--- src/rtl/ber_stat_reader.sv ---
// Snapshots the PRBS checker bit/error counters and streams them as a tagged frame; BER_STAT_CHECKSUM_EN appends an XOR word.
// Valid rises in the second cycle after the request cycle; words hold steady while out_ready is low; one request queues while busy.
module ber_stat_reader #(
    parameter logic [15:0] HEADER_TAG = 16'hBE5A,
    parameter int          CNT_W      = 32
) (
    input  logic             clk,
    input  logic             rst,
    input  logic [CNT_W-1:0] total_bits,
    input  logic [CNT_W-1:0] total_bit_errors,
    input  logic             snap_req,
    output logic [CNT_W-1:0] out_data,
    output logic             out_valid,
    input  logic             out_ready,
    output logic             out_last,
    output logic             busy,
    output logic [7:0]       dropped_req
);

    localparam logic [1:0] IDLE = 2'd0;
    localparam logic [1:0] LOAD = 2'd1;
    localparam logic [1:0] SEND = 2'd2;

`ifdef BER_STAT_CHECKSUM_EN
    localparam logic [2:0] LAST_IDX = 3'd5;
`else
    localparam logic [2:0] LAST_IDX = 3'd4;
`endif
    localparam logic [7:0] FRAME_LEN = {5'd0, LAST_IDX} + 8'd1;

    logic [1:0]       r_state;
    logic [2:0]       r_idx;
    logic [7:0]       r_seq;
    logic             r_pending;
    logic [7:0]       r_dropped;
    logic [CNT_W-1:0] r_snap_bits;
    logic [CNT_W-1:0] r_snap_err;
    logic [CNT_W-1:0] r_prev_bits;
    logic [CNT_W-1:0] r_prev_err;
    logic [CNT_W-1:0] r_delta_bits;
    logic [CNT_W-1:0] r_delta_err;

    logic [CNT_W-1:0] w_word0;
    logic [CNT_W-1:0] w_word;
    logic             w_send;
    logic             w_accept;

    assign w_word0  = {HEADER_TAG, r_seq, FRAME_LEN};
    assign w_send   = (r_state == SEND);
    assign w_accept = w_send & out_ready;

    always_comb begin
        w_word = '0;
        case (r_idx)
            3'd0:    w_word = w_word0;
            3'd1:    w_word = r_snap_bits;
            3'd2:    w_word = r_snap_err;
            3'd3:    w_word = r_delta_bits;
            3'd4:    w_word = r_delta_err;
`ifdef BER_STAT_CHECKSUM_EN
            3'd5:    w_word = w_word0 ^ r_snap_bits ^ r_snap_err ^ r_delta_bits ^ r_delta_err;
`endif
            default: w_word = '0;
        endcase
    end

    // Outputs decode directly from state so reset clears them without waiting for a clock.
    assign out_valid   = w_send;
    assign out_data    = w_send ? w_word : '0;
    assign out_last    = w_send && (r_idx == LAST_IDX);
    assign busy        = (r_state != IDLE);
    assign dropped_req = r_dropped;

    always_ff @(posedge clk or posedge rst) begin
        if (rst) begin
            r_state      <= IDLE;
            r_idx        <= '0;
            r_seq        <= '0;
            r_pending    <= 1'b0;
            r_dropped    <= '0;
            r_snap_bits  <= '0;
            r_snap_err   <= '0;
            r_prev_bits  <= '0;
            r_prev_err   <= '0;
            r_delta_bits <= '0;
            r_delta_err  <= '0;
        end else begin
            case (r_state)
                IDLE: begin
                    if (snap_req || r_pending) begin
                        r_snap_bits <= total_bits;
                        r_snap_err  <= total_bit_errors;
                        r_pending   <= 1'b0;
                        r_state     <= LOAD;
                    end
                end
                LOAD: begin
                    // Modular subtraction absorbs a counter wrap between snapshots.
                    r_delta_bits <= r_snap_bits - r_prev_bits;
                    r_delta_err  <= r_snap_err - r_prev_err;
                    r_prev_bits  <= r_snap_bits;
                    r_prev_err   <= r_snap_err;
                    r_idx        <= '0;
                    r_state      <= SEND;
                end
                SEND: begin
                    if (w_accept) begin
                        if (r_idx == LAST_IDX) begin
                            r_seq   <= r_seq + 8'd1;
                            r_state <= IDLE;
                        end else begin
                            r_idx <= r_idx + 3'd1;
                        end
                    end
                end
                default: r_state <= IDLE;
            endcase

            if (busy && snap_req) begin
                if (!r_pending) begin
                    r_pending <= 1'b1;
                end else if (r_dropped != 8'hFF) begin
                    r_dropped <= r_dropped + 8'd1;
                end
            end
        end
    end

endmodule

--- config.mk ---
export PLATFORM = sky130hd
export DESIGN_NAME = ber_stat_reader
export DESIGN_NICKNAME = d
export VERILOG_FILES = /design/src/rtl/ber_stat_reader.sv
export SDC_FILE = /design/constraint.sdc
export NUM_CORES = 1
export LEC_CHECK = 0
export ABC_AREA = 1
export BUFFER_PORTS_ARGS = -buffer_cell sky130_fd_sc_hd__buf_2
export CAP_MARGIN = 10
export CORE_MARGIN = 3
export CORE_UTILIZATION = 46
export CTS_CLUSTER_DIAMETER = 200
export DETAILED_ROUTE_END_ITERATION = 8
export PLACE_DENSITY = 0.63
export SETUP_SLACK_MARGIN = 0.02
export SLEW_MARGIN = 10
export SYNTH_ARGS = -nofsm -noshare
export SYNTH_HDL_FRONTEND = slang
export SYNTH_SLANG_ARGS = --single-unit
--- constraint.sdc ---
create_clock -name clk -period 8.4 [get_ports clk]
set_input_delay 1.68 -clock clk [delete_from_list [all_inputs] [get_ports clk]]
set_output_delay 1.68 -clock clk [all_outputs]
set_load 0.1 [all_outputs]
# Yosys cells after proc, flatten, opt, wreduce, memory -nomap -nowiden
# Cells that the tools add are included.
[word_totals] latchBits=0 reg_bits=214 ramBits=0 wordCells=53 n_memories=0 mem_bits_ro=0
[op_classes] addsub=5 div_mod_pow=0 n_eq_ne=11 shift=0 muxes=13 mul=0 magnitude_cmp=0 n_bitwise=1 n_reduce_logical=12
[op_table] cell="one-hot mux 32 bit (5 select lines)" count=1
[op_table] cell="subtractor 32 bit" count=2
[op_table] cell="two-way mux 32 bit" count=1
[op_table] cell="adder 8 x 1 -> 8 bit, second input constant" count=2
[op_table] cell="AND reduction 3 bit" count=4
[op_table] cell="!= test 8 bit, second input constant" count=1
[op_table] cell="equality test 3 x 2 -> 1 bit, second input constant" count=2
[op_table] cell="two-way mux 2 bit" count=3
[op_table] cell="two-way mux 3 bit" count=2
[op_table] cell="one-hot mux 2 bit (3 select lines)" count=1
[op_table] cell="one-hot mux 3 bit (2 select lines)" count=1
[op_table] cell="two-way mux 1 bit" count=4
[op_table] cell="!= test 2 x 1 -> 1 bit, second input constant" count=2
[op_table] cell="!= test 2 bit, second input constant" count=2
[op_table] cell="nonzero test 2 bit" count=2
[op_table] cell="adder 3 x 1 -> 3 bit, second input constant" count=1
[op_table] cell="equality test 3 x 1 -> 1 bit, second input constant" count=1
[op_table] cell="equality test 3 bit, second input constant" count=1
[op_table] cell="logical NOT 3 bit" count=1
[op_table] cell="equality test 2 x 1 -> 1 bit, second input constant" count=1
[op_table] cell="equality test 2 bit, second input constant" count=1
[op_table] cell="logical AND 1 bit" count=2
[op_table] cell="logical NOT 2 bit" count=1
[op_table] cell="AND reduction 2 bit" count=1
[op_table] cell="2 further kinds" count=2

# Depth between registers and ports, before layout
[logic_depth] ltp_word=5 ltp_mapped=15

# Worst setup path before layout
# No wires, ideal clock.
[synth_path] path_kind="flip-flop to output port" from="register r_state[0]" to="output port out_data[19]" n_path_buf=1 path_stages_with_launch=7 t_required_ns=6.720 t_arrival_ns=3.256 setup_slack_ns=3.464 cell_sequence="dfrtp_1 -> inv_1 -> nand2_1 -> inv_1 -> nand2_1 -> buf_2 -> a41oi_1"
[synth_between] elab_chain_cells=2
[synth_rtl] item="from (decl)" line="31" text="logic [1:0] r_state;"
[synth_rtl] item="from (signal assigned)" line="76" text="r_state <= IDLE;"
[synth_rtl] item="from (signal assigned)" line="94" text="r_state <= LOAD;"
[synth_rtl] item="from (signal assigned)" line="104" text="r_state <= SEND;"
[synth_rtl] item="equality test 2 bit" line="49" text="assign w_send = (r_state == SEND);"
[synth_rtl] item="via out_valid" line="13" text="output logic out_valid,"
[synth_rtl] item="two-way mux 32 bit" line="69" text="assign out_data = w_send ? w_word : '0;"
[synth_rtl] item="to (decl)" line="12" text="output logic [CNT_W-1:0] out_data,"
# The timed path passes the listed nets, and every way through them passes these cells.

# Worst setup path after layout
[layout_path] from="register r_idx[0]" to="output port out_data[18]"
[layout_between] elab_chain_cells=3 elab_cells_between_ends=7 classes_between="eq/ne: 4; mux: 2; reduce/logical: 1"
[layout_rtl] item="from (decl)" line="32" text="logic [2:0] r_idx;"
[layout_rtl] item="from (signal assigned)" line="112" text="r_idx <= r_idx + 3'd1;"
[layout_rtl] item="equality test 3 bit (tied with other cells)" line="54" text="case (r_idx)"
[layout_rtl] item="one-hot mux 32 bit (5 select lines) (*)" line="54"
[layout_rtl] item="two-way mux 32 bit (*)" line="69"
# Every way passes the cells marked *; elsewhere a longest branch is shown, timed or not.

==> results.ini <==
[run_status]
outcome=complete, no violations

[die]
start_util_pct=47.4
row_count=62
die_w_um=180
pin_count=111
core_sq_um=29200
die-area_sq_um=32300
fp.dieH_um=180

[synth]
yosysSeqAreaShare_pct=38.6
async_flop_share_pct=100
synth_warnings=0
synth_edf_count=0
syn_inst=2056
synth.distinct_cells=37
synth_ff_type=dfrtp_1
syn_avg_cell_area_sq_um=6.75
ys_seq_elements=214
synthesis.nets=2195
syn_area_sq_um=13900

[route]
dr.pass1.iters=6
vias=12806
ant_nets=0
drt_iter0_markers=962
viasPerCell=5.03
drcViolationCount=0
routedWlPerCell_um=16.1
drt_wl_total_um=41000

[worst_setup_path]
critical_path.slowest_cell=ha_1
crit_type=flop to output pin
r2r_cells=7
cp-startpoint=r_idx[0]$_DFFE_PP0P_
path_cells=ha_1 > ha_1 > clkinv_1 > o21ai_0 > a221oi_1 > nor2_1 > buf_2
crit_arrival_ns=3.45
cp-start-kind=flop
crit_family=buffers and inverters
timing.rr.start=r_state[1]$_DFFE_PP0P_
endpoint_kind=output pin
crit_top_cell=ha_1
path_buf_inv=2
critPathMaxFanout=23
crit_required_ns=6.72
r2r_setup_slack_ns=5.56
r2r_end=r_snap_bits[27]$_DFFE_PP0P_
slowest_delay_ns=0.68

[timing]
drv_slew=0
worst_pin_slew_ns=1.23
fin_setup_tns_ns=0
hold_violations=0
slew_headroom_pct=18.0
finalCritPeriodShare_pct=61.1
grt_setup_unrepaired=false
fmax_mhz=195
setup_viol=0
period_minus_slack_ns=5.13
skew_ns=0.0105

[grt]
grt_max_degree=149
grt_overflow=0
antenna_found_initial=0
grt_pass1_wl_um=65800
grt_pass1_vias=12164
grt_usage_pct=25.0

[min_path]
hp-start=r_delta_err[19]$_DFFE_PP0N_
whs_path_depth=2
hold_class=flop to flop
hold_path_end=r_delta_err[19]$_DFFE_PP0N_

[flow_run]
maxCapViolCount=0

[clock_network]
root_buffer=clkbuf_16
cts_resized=0
clkTransAtPathRegs_ns=0.06
cts_hold_buf=0
cts_tree=built
cts_sinks=214
cts_buffer_depth=3
numCtsBuffers=25
htree_num_levels=1
clock_latency_ns=0.53
post_cts.repair.setup_buffers=0

[finish]
most-common-layout-cells=nand2_1 (837), inv_1 (340), dfrtp_1 (214), o21ai_0 (119), buf_2 (110)
area_growth_pct=12.2
final_nets=2282
mostFrequentLayoutCell=nand2_1
final_layout_size_suffix_gt1_share_pct=9.12
antennaDiodeCount=0

[placed_design]
hpwl_um=31400
io_buffers=110
routabilityCongestion=0.942

-- logic make-up after synthesis --
logic type | after synthesis | share of synthesized area (%)
mux | 3 | 0.243
compound gates | 243 | 10.2
buf+inv | 403 | 11.1
simple gates | 1098 | 31.9
xor+xnor | 24 | 1.52
fa+ha+maj | 71 | 6.51
flops | 214 | 38.6
-- state kept, by name, indices dropped and copies added (netlist names) --
signal / count
dropped_req: 8
r_delta_bits: 32
r_delta_err: 32
r_idx: 3
r_pending: 1
r_prev_bits: 32
r_prev_err: 32
r_seq: 8
r_snap_bits: 32
r_snap_err: 32
r_state: 2
-- stage by stage --
step                hold slack, ns  instance area [sq um]  instances  setup WS (ns)  utilization, %
CTS                          0.487                  15600       2545           3.27            53.2
detailed placement           0.471                  14700       2500           3.84            50.4
finish                       0.483                  15600       2545           3.27            53.2
global placement             0.467                  14700       2500           3.88            50.4
floorplan                    0.444                  13900       2056          0.869               -
global route                 0.509                  15600       2545           3.00            53.2
-- layer usage --
layer  share of wire (%)  track usage, %  vias up
met5                   0               0        -
met4                 2.6            5.94        0
met3                 5.0            2.97       62
met2                  45            40.5      269
met1                  48            35.9     5920
li1                    -               -     6555
-- worst max-delay path by stage --
stage,end,slack (ns),cells after the start
floorplan,dropped_req[0]$_DFFE_PP0P_,0.87,1
global placement,out_data[18],3.88,7
detailed placement,out_data[18],3.84,7
CTS,out_data[18],3.27,7
global route,out_data[18],3.00,7
finish,out_data[18],3.27,7
-- area by class of cell --
type | instances | area [sq um]
Inverter | 349 | 1320
Fill cell | 2938 | 13700
Timing Repair Buffer | 114 | 581
Multi-Input combinational cell | 1439 | 7000
Clock buffer | 25 | 626
Tap cell | 384 | 480
Sequential cell | 214 | 5360
Clock inverter | 20 | 210
-- cells in the mapped netlist, drive strengths merged, types with 15 or more instances --
master / instances / share of area [%]
nor2: 106 / 3.0
clkbuf: 38 / 1.0
inv: 348 / 9.5
nand2: 841 / 23
ha: 69 / 6.2
buf: 16 / 0.57
a221oi: 21 / 1.3
a21oi: 63 / 2.3
or2: 16 / 0.72
o22ai: 15 / 0.68
o21ai: 119 / 4.3
nand3: 110 / 4.0
dfrtp: 214 / 39
-- worst min-delay path, stage by stage (launching register included) --
cell and delay, ns:
dfrtp_1 0.34, nand2_1 0.06, nand2_1 0.05
Power is left out: the tool's default activity adds up to more than one toggle a clock period on the data nets, which glitch-free logic cannot reach.
